===== config.mk =====
export PLATFORM = sky130hd
export DESIGN_NAME = regfile_vec_wr_arbiter_flat
export DESIGN_NICKNAME = d
export VERILOG_FILES = /design/src/rtl/regfile_vec_wr_arbiter_pkg.sv /design/src/rtl/regfile_vec_wr_arbiter_if.sv /design/src/rtl/regfile_vec_wr_arbiter_rr_arbiter.sv /design/src/rtl/regfile_vec_wr_arbiter.sv /design/src/flat_wrapper.sv
export SDC_FILE = /design/constraint.sdc
export NUM_CORES = 1
export LEC_CHECK = 0
export ABC_AREA = 1
export BUFFER_PORTS_ARGS = -buffer_cell sky130_fd_sc_hd__buf_4
export CELL_PAD_IN_SITES_DETAIL_PLACEMENT = 1
export CELL_PAD_IN_SITES_GLOBAL_PLACEMENT = 2
export CORE_ASPECT_RATIO = 0.7
export CORE_MARGIN = 3
export CORE_UTILIZATION = 24
export DETAILED_ROUTE_END_ITERATION = 6
export GPL_TIMING_DRIVEN = 0
export HOLD_SLACK_MARGIN = 0.06
export PLACE_DENSITY_LB_ADDON = 0.1
export SETUP_SLACK_MARGIN = 0.4
export SLEW_MARGIN = 20
export SYNTH_ARGS = -nofsm -noshare
export SYNTH_HDL_FRONTEND = slang
export SYNTH_SLANG_ARGS = --single-unit

===== constraint.sdc =====
create_clock -name clk -period 5.5 [get_ports clk]
set_input_delay 0.55 -clock clk [delete_from_list [all_inputs] [get_ports clk]]
set_output_delay 0.55 -clock clk [all_outputs]
set_load 0.01 [all_outputs]

===== src/rtl/regfile_vec_wr_arbiter_pkg.sv =====
`default_nettype none
// +--------------------------------------------------------------------+
// | regvec_pkg: vector register-file geometry and shared types.        |
// | Rev 1.0                                                            |
// +--------------------------------------------------------------------+
package regvec_pkg;

  localparam int LANES       = 3;
  localparam int LANE_W      = 18;
  localparam int ADDR_W      = 4;
  localparam int NUM_GPR     = 12;
  localparam int KERNEL_BASE = NUM_GPR;

  typedef logic [LANES-1:0][LANE_W-1:0] vec_t;
  typedef logic [ADDR_W-1:0]            reg_addr_t;

  function automatic logic is_kernel_addr(reg_addr_t addr);
    return addr >= reg_addr_t'(KERNEL_BASE);
  endfunction

endpackage
`default_nettype wire


===== src/rtl/regfile_vec_wr_arbiter_if.sv =====
`default_nettype none
// +--------------------------------------------------------------------+
// | regfile_vec_wr_arbiter_if: write-request bus from the producers.   |
// | Rev 1.0                                                            |
// +--------------------------------------------------------------------+
interface regfile_vec_wr_arbiter_if
  import regvec_pkg::*;
#(
  parameter int NUM_REQ = 3
);
  logic      [NUM_REQ-1:0] req_valid;
  reg_addr_t [NUM_REQ-1:0] req_addr;
  vec_t      [NUM_REQ-1:0] req_data;
  logic      [NUM_REQ-1:0] req_ready;

  modport master (output req_valid, output req_addr, output req_data, input  req_ready);
  modport slave  (input  req_valid, input  req_addr, input  req_data, output req_ready);
endinterface
`default_nettype wire


===== src/rtl/regfile_vec_wr_arbiter_rr_arbiter.sv =====
`default_nettype none
// +--------------------------------------------------------------------+
// | rr_arbiter: combinational round-robin grant, owns priority pointer.|
// | Rev 1.0                                                            |
// +--------------------------------------------------------------------+
module rr_arbiter #(
  parameter  int NUM_REQ = 3,
  localparam int IDX_W   = (NUM_REQ > 1) ? $clog2(NUM_REQ) : 1
) (
  input  wire logic               clk,
  input  wire logic               reset,
  input  wire logic [NUM_REQ-1:0] req,
  input  wire logic               en,
  input  wire logic               advance,
  output logic      [NUM_REQ-1:0] grant,
  output logic      [IDX_W-1:0]   idx
);

  logic [IDX_W-1:0] r_ptr;
  int unsigned      w_pos;
  logic             w_found;

  // Scan from the pointer, wrapping, and take the first active request.
  always_comb begin
    grant   = '0;
    idx     = '0;
    w_found = 1'b0;
    w_pos   = 0;
    for (int k = 0; k < NUM_REQ; k++) begin
      w_pos = (int'(r_ptr) + k) % NUM_REQ;
      if (en && !w_found && req[w_pos]) begin
        grant[w_pos] = 1'b1;
        idx          = IDX_W'(w_pos);
        w_found      = 1'b1;
      end
    end
  end

  always_ff @(posedge clk or posedge reset) begin
    if (reset) begin
      r_ptr <= '0;
    end else if (advance) begin
      if (idx == IDX_W'(NUM_REQ - 1)) r_ptr <= '0;
      else                            r_ptr <= idx + IDX_W'(1);
    end
  end

endmodule
`default_nettype wire


===== src/rtl/regfile_vec_wr_arbiter.sv =====
`default_nettype none
// +--------------------------------------------------------------------+
// | regfile_vec_wr_arbiter: shares the vector RF write port, blocks    |
// | kernel-register writes. Rev 1.0                                    |
// +--------------------------------------------------------------------+
module regfile_vec_wr_arbiter
  import regvec_pkg::*;
#(
  parameter  int NUM_REQ = 3,
  localparam int SRC_W   = (NUM_REQ > 1) ? $clog2(NUM_REQ) : 1
) (
  input  wire logic                     clk,
  input  wire logic                     reset,
  input  wire logic                     freeze,
  regfile_vec_wr_arbiter_if.slave       bus,
  output logic                          we3,
  output reg_addr_t                     ra3,
  output vec_t                          wd3,
  output logic      [SRC_W-1:0]         wr_src,
  output logic                          err_illegal,
  output logic      [7:0]               illegal_cnt
);

  logic [NUM_REQ-1:0] w_grant;
  logic [SRC_W-1:0]   w_idx;
  logic               w_en;
  logic               w_xfer;
  logic               w_illegal;
  reg_addr_t          w_addr;
  vec_t               w_data;

  // Gating by reset keeps ready low while the block is held in reset.
  assign w_en = !freeze && !reset;

  rr_arbiter #(.NUM_REQ(NUM_REQ)) u_arb (
    .clk     (clk),
    .reset   (reset),
    .req     (bus.req_valid),
    .en      (w_en),
    .advance (w_xfer),
    .grant   (w_grant),
    .idx     (w_idx)
  );

  assign bus.req_ready = w_grant;
  assign w_xfer        = |w_grant;
  assign w_addr        = bus.req_addr[w_idx];
  assign w_data        = bus.req_data[w_idx];
  assign w_illegal     = is_kernel_addr(w_addr);

  always_ff @(posedge clk or posedge reset) begin
    if (reset) begin
      we3         <= 1'b0;
      ra3         <= '0;
      wd3         <= '0;
      wr_src      <= '0;
      err_illegal <= 1'b0;
      illegal_cnt <= '0;
    end else begin
      we3 <= 1'b0;
      if (w_xfer) begin
        if (w_illegal) begin
          // Accepted so the producer is released, but never reaches the RF.
          err_illegal <= 1'b1;
          if (illegal_cnt != 8'hFF) illegal_cnt <= illegal_cnt + 8'd1;
        end else begin
          we3    <= 1'b1;
          ra3    <= w_addr;
          wd3    <= w_data;
          wr_src <= w_idx;
        end
      end
    end
  end

endmodule
`default_nettype wire

===== src/flat_wrapper.sv =====
// flat-port wrapper written by rule: the top's interface ports become plain ports
module regfile_vec_wr_arbiter_flat import regvec_pkg::*;
#(
  parameter  int NUM_REQ = 3,
  localparam int SRC_W   = (NUM_REQ > 1) ? $clog2(NUM_REQ) : 1
)
  (clk, reset, freeze, we3, ra3, wd3, wr_src, err_illegal, illegal_cnt, bus_req_valid, bus_req_addr, bus_req_data, bus_req_ready);
  regfile_vec_wr_arbiter_if #(.NUM_REQ(NUM_REQ)) bus_i ();
  input  wire logic clk;
  input  wire logic reset;
  input  wire logic freeze;
  output logic we3;
  output reg_addr_t ra3;
  output vec_t wd3;
  output logic      [SRC_W-1:0] wr_src;
  output logic err_illegal;
  output logic      [7:0] illegal_cnt;
  input wire logic [$bits(bus_i.req_valid)-1:0] bus_req_valid;
  input wire logic [$bits(bus_i.req_addr)-1:0] bus_req_addr;
  input wire logic [$bits(bus_i.req_data)-1:0] bus_req_data;
  output wire logic [$bits(bus_i.req_ready)-1:0] bus_req_ready;
  assign bus_i.req_valid = bus_req_valid;
  assign bus_i.req_addr = bus_req_addr;
  assign bus_i.req_data = bus_req_data;
  assign bus_req_ready = bus_i.req_ready;
  regfile_vec_wr_arbiter #(.NUM_REQ(NUM_REQ)) u_core (.clk(clk), .reset(reset), .freeze(freeze), .bus(bus_i), .we3(we3), .ra3(ra3), .wd3(wd3), .wr_src(wr_src), .err_illegal(err_illegal), .illegal_cnt(illegal_cnt));
endmodule

; Word level (Yosys, flattened, before mapping)
; Index checks and enable logic that the tools add are counted.
[op_classes]
n_addsub = 4
div = 3
order_cmp = 8
eq_ne = 2
n_mux = 27
n_bitwise = 3
reduce_logical = 17
[op_table]
columns = operator, n
row1 = binary-select mux 54 bit (select 2 bit), 1
row2 = greater-or-equal comparator 32 x 1 -> 1 bit (second input constant), 3
row3 = < comparator 32 x 3 -> 1 bit (second input constant), 3
row4 = remainder unit 32 x 3 -> 32 bit (second input constant), 2
row5 = two-way mux 54 bit, 1
row6 = remainder unit 3 x 3 -> 32 bit (second input constant), 1
row7 = two-way mux 1 bit, 10
row8 = logical AND 1 bit, 9
row9 = two-way mux 3 bit, 3
row10 = adder 8 x 1 -> 8 bit (second input constant), 1
row11 = binary-select mux 4 bit (select 2 bit), 1
row12 = two-way mux 2 bit, 4
row13 = != test 8 bit (second input constant), 1
row14 = binary-select mux 1 bit (select 2 bit), 3
row15 = demux 1 bit (select 2 bit), 3
row16 = bitwise OR 3 bit, 2
row17 = greater-or-equal comparator 4 bit (second input constant), 1
row18 = logical NOT 1 bit, 4
row19 = two-way mux 4 bit, 1
row20 = AND reduction 2 bit, 2
row21 = adder 2 x 1 -> 3 bit (second input constant), 1
row22 = adder 2 x 2 -> 3 bit (second input constant), 1
row23 = < comparator 2 x 3 -> 1 bit (second input constant), 1
row24 = AND reduction 3 bit, 1
row25 = other kinds (4), 4
[word_totals]
ff_bits = 72
inputBits = 180
output_inout_bits = 73
wordCells = 73

; Depth between registers and ports, before layout
; Gate-level depths: netlist (run 1).
[logic_depth]
depth_word = 18
mapped_depth = 19

; Hierarchy
; From an unflattened synthesis (run 1), not the netlist that was laid out.
[hier_totals]
hier_cells = 663
hier_area_um2 = 4491.8
[modules_own_cells]
columns = module, instances, cells_each, area_per_inst_um2
row1 = regfile_vec_wr_arbiter, 1, 600, 4080.2
row2 = rr_arbiter, 1, 63, 411.6

; Least setup slack after synthesis (run 1)
; OpenSTA, ideal clock, no wires.
[synth_timing]
kind = reg2reg
start = reg u_core.u_arb.r_ptr[0]
end = reg u_core.wr_src[0]
setup_time_ns = 0.117
arrival_ns = 2.070
slack_ns = 3.313
path_stages_with_launch = 14
n_path_buf = 1
period_less_slack_ns = 2.187
path_cell_list = dfrtp_1 -> inv_1 -> ha_1 -> o21ai_0 -> nand2_1 -> nand4_1 -> nand2_1 -> nor2_1 -> nand3_2 -> nand3_1 -> nand2_2 -> buf_2 -> nand2_1 -> nand2_1
[synth_between]
elab_chain_cells = 18
word_cells_on_any_way = 49
[synth_rtl]
columns = item, line
row1 = "start, declared", regfile_vec_wr_arbiter_rr_arbiter.sv:19  ; logic [IDX_W-1:0] r_ptr;
row2 = "start signal, assigned", regfile_vec_wr_arbiter_rr_arbiter.sv:44  ; else r_ptr <= idx + IDX_W'(1);
row3 = branches (longest 18 deep; another with remainder unit 32 x 3 -> 32 bit), --
row4 = "end signal, assigned", regfile_vec_wr_arbiter.sv:70  ; wr_src <= w_idx;
row5 = "end, declared", regfile_vec_wr_arbiter.sv:19  ; output logic [SRC_W-1:0] wr_src,
; Parallel ways; which one is timed is not known. The select of a mux whose other input is x is not followed.
; A chain may end at the register's enable or synchronous reset.

; Worst setup path after layout (run 1)
[layout_timing]
start = reg u_core.u_arb.r_ptr[0]
end = reg u_core.ra3[1]
[layout_between]
elab_chain_cells = 18
word_cells_on_any_way = 49
[layout_rtl]
columns = item, line
row1 = branches (longest 18 deep; another with remainder unit 32 x 3 -> 32 bit), --
row2 = "end signal, assigned", regfile_vec_wr_arbiter.sv:68  ; ra3 <= w_addr;
row3 = "end, declared", regfile_vec_wr_arbiter.sv:17  ; output reg_addr_t ra3,
; Parallel ways; which one is timed is not known. The select of a mux whose other input is x is not followed.

==> results_dict.tcl, run 1 <==
set metrics [dict create \
    gp_congestion 0.777 \
    post_cts_resized 0 \
    timing.final.hold_violations 0 \
    cp-start-kind "flip-flop" \
    syn_inst 710 \
    fin_cells 1243 \
    rsz0062_at_grt "false" \
    htree_levels 3 \
    setup_viol 0 \
    p_seq_frac 0.261 \
    peakVddDrop_mv 0.151 \
    dp.cells 1227 \
    power_mw 3.52 \
    maxSlewHeadroom 0.568 \
    synth-async-reset-ratio 1.00 \
    core-area_mm2 0.0190 \
    wl_per_cell_um 15.6 \
    crit_arrival_ns 3.11 \
    synth_commonest_cells "nand2_1, inv_1, dfrtp_1" \
    grt_max_degree 53 \
    ys_ff_latch 72 \
    cell_internal_pwr_mw 1.94 \
    cts_buffers 9 \
    ant_nets 0 \
    skew_ns 0.00977 \
    drive_above_1_share 0.318 \
    synth_ff_type "dfrtp_1" \
    postCtsHoldBufs 0 \
    syn_area_mm2 0.00467 \
    synth_largest_area_cell "dfrtp_1" \
    synth-edff-count 0 \
    postCtsSetupBuffers 0 \
    worstSetupPathType "reg -> reg" \
    gr-total-overflow 0 \
    cts_num_sinks 72 \
    layout_min_cycle_time_ns 2.88 \
    netSwitchingPower_mw 1.58 \
    yosysWarnings 0 \
    diodes 0 \
    insertion_delay_ns 0.34 \
    dp_hpwl_um 15500 \
    worstReg2RegStart "u_core.u_arb.r_ptr[0]$_DFFE_PP0P_" \
    start_util 0.246 \
    cts_tree "yes" \
    critPathLaunch "u_core.u_arb.r_ptr[0]$_DFFE_PP0P_" \
    synth_top_area_frac 0.385 \
    max_freq_ghz 0.347 \
    synth_nets 895 \
    core.rowCount 42 \
    switching_share 0.449 \
    track_usage 0.182 \
    portBuffers 252 \
    clkTransAtPathRegs_ns 0.06 \
    reg2reg_to "u_core.ra3[1]$_DFFE_PP0P_" \
    cts_root_buf "clkbuf_16" \
    synth_most_common_cell "nand2_1" \
    yosysSeqAreaShare 0.385 \
    layout.nets 1159 \
    crit_path_end_kind "flip-flop" \
    required_ns 5.73 \
    power.share.combinational 0.573 \
    die_y_um 123 \
    ys_types 27 \
    grt_pass1_vias 5442 \
    power.leakage_nw 4.05 \
    worst-slew-pin-transition_ns 0.646 \
    setup_total_negative_slack_ns 0 \
    syn_to_final_growth_pct 54.4 \
    outcome "finished, final reports clean" \
    fin_crit_sh 0.524 \
    drc 0 \
    ff2ff_setup_slack_ns 2.62 \
    pin_count 253 \
    clkPwrFrac 0.166 \
    ff2ff_path_depth 12 \
    powerDensity_mw_per_mm2 488 \
    hp-class "in -> async" \
    dieArea_mm2 0.0212 \
    die_x_um 173 \
    wirelength_um 19400 \
    via_count 5354 \
    firstDrtPassIters 6 \
    cp-endpoint "u_core.ra3[1]$_DFFE_PP0P_" \
    cap_violations 0 \
    synth_area_leaders "dfrtp_1, nand2_1, o211ai_1, inv_1, nand4_1" \
    timing.hold.ws_ns 0.189 \
    avgSynthCellArea_um2 6.58 \
    drv_slew 0 \
    antenna_found_initial 0 \
    drtIter0Drc 228 \
    grt_pass1_wl_um 30400 \
    clk_path_buf_depth 2 \
    path_max_fanout 10 \
    vias_per_cell 4.31 \
    nFillCells 2449 \
]
[worst max-delay path: stages (launching register included)]
cell and delay [ns]:
dfrtp_1 0.38, inv_1 0.09, ha_1 0.41, inv_2 0.10, nor3_1 0.29, nand4_1 0.24, nand3_2 0.28, buf_1 0.54
nand2_1 0.11, o211ai_1 0.12, nand2_1 0.10, nand2_1 0.07, nand2_1 0.05
[cells by family after synthesis]
logic type	after synthesis	share of synthesized area
compound gates	63	0.0982
xor+xnor	5	0.00937
fa+ha+maj	5	0.0134
buf+inv	119	0.112
flops	72	0.385
simple gates	446	0.382
[area by class of cell]
cell class,instances,area [µm²],share of cell area
Clock buffer,11,233,0.0322
Inverter,81,308,0.0426
Sequential cell,72,1800,0.250
Tap cell,264,330,0.0458
Buffer,38,218,0.0302
Multi-Input combinational cell,519,2350,0.326
Clock inverter,5,57.6,0.00798
Timing Repair Buffer,253,1920,0.266
[how the worst min path moves through the flow]
stage	from	to	slack, ns
finish	reset	u_core.wd3[43]$_DFFE_PP0P_	0.19
global route	reset	u_core.wd3[26]$_DFFE_PP0P_	0.20
CTS	reset	u_core.wd3[26]$_DFFE_PP0P_	0.19
detailed placement	u_core.err_illegal$_DFFE_PP0P_	u_core.err_illegal$_DFFE_PP0P_	0.45
global placement	u_core.err_illegal$_DFFE_PP0P_	u_core.err_illegal$_DFFE_PP0P_	0.45
floorplan	u_core.err_illegal$_DFFE_PP0P_	u_core.err_illegal$_DFFE_PP0P_	0.50
[sequential cells by signal, indices dropped and copies added (netlist names)]
signal / flops
u_core.err_illegal: 1
u_core.wd3: 54
u_core.u_arb.r_ptr: 2
u_core.ra3: 4
u_core.illegal_cnt: 8
u_core.we3: 1
u_core.wr_src: 2
[per-layer routing]
metal,vias to the layer above,track usage,share of wire
li1,2744,-,-
met3,9,0.0702,0.081
met5,-,0,0
met4,0,0.0339,0.0096
met1,2444,0.249,0.48
met2,157,0.278,0.43
[placed cells by master (no fill, tap or decap), types with 2 or more instances in the layout]
master / n
buf_2: 21
xnor2_1: 3
nand2_2: 2
nor3_1: 2
nand2_1: 393
clkbuf_1: 6
buf_4: 253
nor2_1: 11
o211ai_1: 56
buf_1: 6
nand3_1: 14
clkinv_4: 2
inv_1: 75
ha_1: 5
nand4_1: 17
xor2_1: 2
o21ai_0: 4
buf_6: 6
clkinv_2: 3
clkbuf_16: 9
dfrtp_1: 72
nand3_2: 4
inv_2: 4
[power groups by stage]
stage / Combinational, mW / Sequential, mW / Clock, mW
after global placement: 2.05 / 0.916 / 0
after CTS: 2.07 / 0.922 / 0.607
after floorplan: 1.04 / 1.02 / 0
after global routing: 2.30 / 0.951 / 0.633
final: 2.02 / 0.920 / 0.586
after detailed placement: 2.07 / 0.926 / 0
[through the flow]
step	worst slack, ns	util	cell area, µm²
final	2.62	0.379	7220
after global routing	2.36	0.379	7220
after CTS	2.55	0.379	7220
after detailed placement	2.58	0.364	6930
after global placement	1.88	0.363	6900
after floorplan	3.13	-	4670
Power figures use the tool's default switching activity.
==> run 2: changes to the inputs <==
Settings changed: ABC_AREA 1 to 0, CORE_UTILIZATION 24 to 25.
Clock period 5.5 ns to 2.8 ns, I/O delays scaled along.
==> run 2 against run 1 <==
Net effect:
- the run now ends with negative setup slack left
- synthesized area decreased by 5.6%
- critical path depth increased by 3
- final cell count decreased by 23%
- synthesized cell count decreased by 39%
- clock skew decreased by 0.0034 ns
- clock power increased by 88%
- global-route usage decreased by 0.43 points
- non-clock buffer count increased by 32
- sequential cell count unchanged
- final area increased by 10%
- setup slack got worse by 2.8 ns
- via count decreased by 16%
- critical endpoint is now u_core.wd3[46]$_DFFE_PP0P_
- highest routed layer unchanged
==> results_dict.tcl, run 2 <==
set metrics [dict create \
    powerDensity_mw_per_mm2 839 \
    layout.nets 918 \
    drive_above_1_share 0.588 \
    layout_min_cycle_time_ns 2.94 \
    ys_ff_latch 72 \
    synth_top_area_frac 0.408 \
    grt_pass1_vias 4739 \
    die_y_um 117 \
    largest_reg_flops 54 \
    hp-class "in -> async" \
    cell_internal_pwr_mw 4.38 \
    rsz0062_at_grt "true" \
    avgSynthCellArea_um2 10.2 \
    synth_most_common_cell "dfrtp_1" \
    reg_top3 "u_core.wd3 (54), u_core.illegal_cnt (8), u_core.ra3 (4)" \
    ys_types 46 \
    peakVddDrop_mv 0.310 \
    cpMaxStageDelayCell "dfrtp_2" \
    syn_to_final_growth_pct 80.0 \
    fin_crit_sh 1.05 \
    synth_area_leaders "dfrtp_1, mux2i_1, mux2_2, a21oi_1, nor2_1" \
    crit_path_max_incr_delay_ns 0.42 \
    yosys.area_share.xor_xnor 0.0116 \
    placed_area_mm2 0.00666 \
    setup_total_negative_slack_ns -5.83 \
    yosysWarnings 0 \
    gp_congestion 0.841 \
    fin_ws_ns -0.139 \
    power.share.combinational 0.559 \
    skew_ns 0.00636 \
    grt_max_degree 51 \
    timing.hold.ws_ns 0.0790 \
    start_util 0.263 \
    layout_common_cells "buf_4, dfrtp_1, nor2_1" \
    p_seq_frac 0.276 \
    worst-slew-pin-transition_ns 0.506 \
    synth_commonest_cells "dfrtp_1, a21oi_1, nor2_1" \
    nFillCells 1871 \
    die_x_um 165 \
    portBuffers 252 \
    drtIter0Drc 137 \
    wirelength_um 18100 \
    cts_tree "yes" \
    clkTransAtPathRegs_ns 0.06 \
    setup_viol 61 \
    clkPwrFrac 0.165 \
    synth_compound_area_frac 0.105 \
    htree_levels 3 \
    cp-start-kind "flip-flop" \
    cap_violations 0 \
    track_usage 0.178 \
    crit_chain "inv_2 > ha_4 > buf_8 > mux2i_4 > or2_1 > buf_6 > nand4_1 > buf_6 > or2_1 > a31o_4 > nand2b_4 > buf_12 > buf_12 > clkbuf_16 > mux2_4" \
    yosysSeqAreaShare 0.408 \
    final_util 0.473 \
    core.rowCount 39 \
    top_register "u_core.wd3" \
    antenna_found_initial 0 \
    cts_root_buf "clkbuf_16" \
    drc 0 \
    syn_inst 431 \
    via_count 4475 \
    power.leakage_nw 4.28 \
    crit_path_end_kind "flip-flop" \
    ant_nets 0 \
    netSwitchingPower_mw 2.29 \
    synth_largest_area_cell "dfrtp_1" \
    gr-total-overflow 0 \
    synth-edff-count 0 \
    max_freq_ghz 0.340 \
    firstDrtPassIters 4 \
    dp_hpwl_um 13300 \
    layout_commonest_cell "buf_4" \
    synth_fa_ha_area_frac 0.0142 \
    drv_slew 0 \
    pin_count 253 \
    violations "negative setup slack" \
    synth-async-reset-ratio 1.00 \
    outcome "finished, violations left" \
    required_ns 3.03 \
    synth_nets 616 \
    cts_buffers 9 \
    worstSetupPathType "reg -> reg" \
    yosys.area_share.simple 0.116 \
    path_max_fanout 7 \
    synth_ff_type "dfrtp_1" \
    insertion_delay_ns 0.34 \
    wl_per_cell_um 18.8 \
    synthMuxAreaShare 0.299 \
    place_ws_ns -0.502 \
    synth_top_family_by_area "multiplexers" \
    maxSlewHeadroom 0.662 \
    timing.final.hold_violations 0 \
    cts_num_sinks 72 \
    clk_path_buf_depth 2 \
    diodes 0 \
    core-area_mm2 0.0168 \
    syn_area_mm2 0.00441 \
    design_area_mm2 0.00795 \
    dieArea_mm2 0.0193 \
    switching_share 0.343 \
    vias_per_cell 4.65 \
    crit_arrival_ns 3.17 \
    grt_pass1_wl_um 26400 \
]
run 2: changes by cell type after synthesis, sizes merged, moves of 51 or more:
cell and change:
mux2 +59, mux2i +63, o211ai -56, nand2 -388
nor2 +51, a21oi +64, inv -73
run 2: power by group through the flow:
| stage | logic [mW] | clock network, mW | registers [mW] |
|---|---|---|---|
| global placement | 2.85 | 0 | 1.81 |
| finish | 3.73 | 1.10 | 1.84 |
| floorplan | 1.28 | 0 | 2.03 |
| CTS | 3.44 | 1.14 | 1.84 |
| detailed placement | 2.90 | 0 | 1.84 |
| global route | 3.99 | 1.20 | 1.91 |
run 2: area by class of cell:
class,instances,area [µm²],share of cell area
plain buffers,32,318,0.0400
clock buffers,10,239,0.0301
clock inverters,6,42.5,0.00535
inverters,7,28.8,0.00362
multi-input cells,320,2820,0.354
flip-flops and latches,72,1800,0.227
well taps,225,282,0.0354
repair buffers,291,2420,0.304
run 2: critical path, delay by kind of cell, from the launching register on:
family / cells / cell delay, ns
buf+inv: 7 / 0.89
simple gates: 4 / 0.57
mux: 2 / 0.53
flops: 1 / 0.42
compound gates: 1 / 0.27
fa+ha+maj: 1 / 0.13
run 2: path summary, 6_finish.rpt:
check	cells past startpoint	to	start	slack (ns)
min in group clk	4	u_core.wd3[23]$_DFFE_PP0P_	bus_req_data[77]	0.32
setup reg to reg	15	u_core.wd3[46]$_DFFE_PP0P_	u_core.u_arb.r_ptr[1]$_DFFE_PP0P_	-0.14
hold / removal	3	u_core.wd3[51]$_DFFE_PP0P_	reset	0.08
max in group asynchronous	4	u_core.wd3[13]$_DFFE_PP0P_	reset	1.93
hold reg to reg	1	u_core.err_illegal$_DFFE_PP0P_	u_core.err_illegal$_DFFE_PP0P_	0.49
setup / recovery	15	u_core.wd3[46]$_DFFE_PP0P_	u_core.u_arb.r_ptr[1]$_DFFE_PP0P_	-0.14
run 2: per-stage QoR:
step                std cells  total power [mW]
floorplan                 431              3.31
global placement          908              4.66
detailed placement        909              4.74
CTS                       948              6.43
global route              963              7.10
finish                    963              6.67
run 2: cell families (layout without fill, tap and decap cells):
| logic type | after synthesis | in the layout |
|---|---|---|
| AND/OR/NAND/NOR | 107 | 107 |
| AO/OA/AOI/OAI | 81 | 81 |
| multiplexers | 122 | 122 |
| flip-flops | 72 | 72 |
| XOR/XNOR | 5 | 5 |
| adder cells (fa/ha/maj) | 5 | 5 |
| buffers and inverters | 39 | 346 |
run 2: what timing repair did:
item,in CTS,in global routing
buffers inserted,18,12
setup endpoints to repair,75,75
hold endpoints to repair,22,0
pin swaps,9,12
hold buffers,2,0
gates cloned,3,3
resized for setup,90,49
run 2: per-layer routing:
| metal | global-route usage | vias up | routed length, µm |
|---|---|---|---|
| met2 | 0.296 | 158 | 8740 |
| met1 | 0.229 | 2166 | 7750 |
| met3 | 0.0584 | 13 | 1480 |
| met5 | 0 | - | 0 |
| li1 | - | 2138 | - |
| met4 | 0.0380 | 0 | 154 |
==> run 3: changes to the inputs <==
Settings changed: CORE_UTILIZATION 25 to 26, CTS_BUF_LIST set to sky130_fd_sc_hd__clkbuf_4.
==> run 3 against run 2 <==
Net effect:
- the run still ends with negative setup slack left
- sequential power about the same
- register-to-register slack improved by 0.03 ns
- clock skew increased by 0.013 ns
- clock power decreased by 25%
- largest cell class is now non-clock buffers
- combinational power decreased by 5.6%
- final cell count increased by 0.83%
- global-route usage increased by 0.33 points
- largest power group unchanged
- clock-buffer cell count decreased by 1
- critical endpoint is now u_core.wd3[53]$_DFFE_PP0P_
==> results_dict.tcl, run 3 (synthesized netlist as in run 2, its figures left out) <==
set metrics [dict create \
    fin_crit_sh 1.04 \
    worst-slew-pin-transition_ns 0.445 \
    clk_path_buf_depth 2 \
    diodes 0 \
    rsz0062_at_grt "true" \
    ff2ff_path_depth 13 \
    powerDensity_mw_per_mm2 801 \
    ant_nets 0 \
    die_x_um 162 \
    cts_tree "yes" \
    vias_per_cell 4.61 \
    min_from "bus_req_data[63]" \
    max_freq_ghz 0.343 \
    crit_arrival_ns 3.25 \
    timing.final.hold_violations 0 \
    portBuffers 252 \
    peakVddDrop_mv 0.337 \
    clkPwrFrac 0.134 \
    seqCellArea_mm2 0.00180 \
    power.leakage_nw 4.10 \
    insertion_delay_ns 0.44 \
    maxSlewHeadroom 0.704 \
    met3_length_um 1270 \
    required_ns 3.13 \
    antenna_found_initial 0 \
    layout.nets 926 \
    multiInputGateArea_mm2 0.00268 \
    fin_ws_ns -0.112 \
    core-area_mm2 0.0165 \
    start_util 0.268 \
    holdPathStages 4 \
    dieArea_mm2 0.0186 \
    worstSetupPathType "reg -> reg" \
    setup_viol 58 \
    power.share.combinational 0.569 \
    placed_area_mm2 0.00666 \
    cts_root_buf "clkbuf_4" \
    cts_num_sinks 72 \
    timing.hold.ws_ns 0.207 \
    m1WireLength_um 7590 \
    top_register "u_core.wd3" \
    hp-class "in -> reg" \
    largest_reg_flops 54 \
    layout_commonest_cell "buf_4" \
    cts_buffers 9 \
    top_layer "met4" \
    layout_common_cells "buf_4, dfrtp_1, nor2_1" \
    place_ws_ns -0.507 \
    grt_max_degree 42 \
    path_max_fanout 7 \
    drtIter0Drc 125 \
    layout_min_cycle_time_ns 2.91 \
    syn_to_final_growth_pct 75.0 \
    grt_pass1_wl_um 26300 \
    grt_pass1_vias 4713 \
    track_usage 0.181 \
    p_seq_frac 0.297 \
    switching_share 0.346 \
    netSwitchingPower_mw 2.14 \
    gp_congestion 0.825 \
    crit_path_end_kind "flip-flop" \
    drv_slew 0 \
    firstDrtPassIters 4 \
    outcome "finished, violations left" \
    pin_count 253 \
    cell_internal_pwr_mw 4.04 \
    htree_levels 3 \
    drc 0 \
    cap_violations 0 \
    nFillCells 1875 \
    wl_met2_um 8390 \
    clkTransAtPathRegs_ns 0.13 \
    violations "negative setup slack" \
    drive_above_1_share 0.587 \
    worstHoldEndpoint "u_core.wd3[9]$_DFFE_PP0P_" \
    core.rowCount 39 \
    cp-start-kind "flip-flop" \
    skew_ns 0.0191 \
    ff2ff_setup_slack_ns -0.11 \
    wl_per_cell_um 18.0 \
    via_count 4476 \
    worstReg2RegStart "u_core.u_arb.r_ptr[0]$_DFFE_PP0P_" \
    gr-total-overflow 0 \
    wirelength_um 17400 \
    reg2reg_to "u_core.wd3[53]$_DFFE_PP0P_" \
    reg_top3 "u_core.wd3 (54), u_core.illegal_cnt (8), u_core.ra3 (4)" \
    die_y_um 115 \
    design_area_mm2 0.00772 \
    dp_hpwl_um 13000 \
]
run 3: cell types whose count changed in the layout (fill, tap and decap cells not counted), moves of 4 or more:
cell / change
buf_4: +10
clkbuf_4: +11
mux2_2: +30
buf_8: +4
clkbuf_16: -12
mux2_4: -30
buf_12: -4
run 3: critical path, stage by stage (launching register included):
cell      delay [ns]
dfrtp_2         0.46
ha_4            0.18
buf_8           0.13
mux2i_2         0.16
a311oi_2        0.33
a311o_1         0.22
a31oi_4         0.11
nor3_4          0.29
nand2b_4        0.19
buf_8           0.11
buf_12          0.12
buf_12          0.10
buf_12          0.11
mux2_4          0.29
run 3: power by group through the flow:
stage	Clock (mW)	Sequential (mW)	Combinational, mW
after floorplan	0	2.03	1.28
after global placement	0	1.81	2.84
after CTS	0.867	1.84	3.42
final	0.829	1.84	3.52
after detailed placement	0	1.84	2.88
after global routing	0.918	1.90	3.79
run 3: through the flow:
| step | total power, mW | util | TNS [ns] | instances |
|---|---|---|---|---|
| after floorplan | 3.31 | - | 0 | 431 |
| after global placement | 4.65 | 0.402 | -50.89 | 908 |
| after detailed placement | 4.72 | 0.404 | -25.28 | 909 |
| after CTS | 6.12 | 0.455 | -3.39 | 956 |
| after global routing | 6.61 | 0.468 | -12.44 | 971 |
| final | 6.19 | 0.468 | -4.04 | 971 |
run 3: how the worst max path moves through the flow:
stage,start,to,slack [ns],cells past startpoint
after global routing,u_core.u_arb.r_ptr[1]$_DFFE_PP0P_,u_core.ra3[0]$_DFFE_PP0P_,-0.25,16
after detailed placement,u_core.u_arb.r_ptr[1]$_DFFE_PP0P_,u_core.wd3[51]$_DFFE_PP0P_,-0.51,10
final,u_core.u_arb.r_ptr[0]$_DFFE_PP0P_,u_core.wd3[53]$_DFFE_PP0P_,-0.11,13
after global placement,u_core.u_arb.r_ptr[1]$_DFFE_PP0P_,u_core.ra3[0]$_DFFE_PP0P_,-0.44,13
after floorplan,u_core.u_arb.r_ptr[1]$_DFFE_PP0P_,u_core.ra3[0]$_DFFE_PP0P_,0.07,15
after CTS,u_core.u_arb.r_ptr[1]$_DFFE_PP0P_,u_core.ra3[0]$_DFFE_PP0P_,-0.11,16
run 3: metal layers:
| metal | vias to the layer above | global-route usage |
|---|---|---|
| li1 | 2153 | - |
| met1 | 2151 | 0.232 |
| met2 | 156 | 0.303 |
| met3 | 16 | 0.0648 |
| met4 | 0 | 0.0313 |
| met5 | - | 0 |
run 3: cell type report:
class                   count  share of cell area
clock buffers               9             0.00875
clock inverters             7              0.0143
plain buffers              32              0.0405
well taps                 225              0.0364
multi-input cells         320               0.346
repair buffers            299               0.316
inverters                   7             0.00373
flip-flops and latches     72               0.234
run 3: what timing repair did:
item / CTS / global route
resized for setup: 78 / 25
endpoints found under the setup margin: 75 / 75
cloned: 5 / 0
hold buffers: 2 / 0
endpoints found under the hold margin: 41 / 0
setup buffers: 24 / 15
pin swaps: 15 / 11
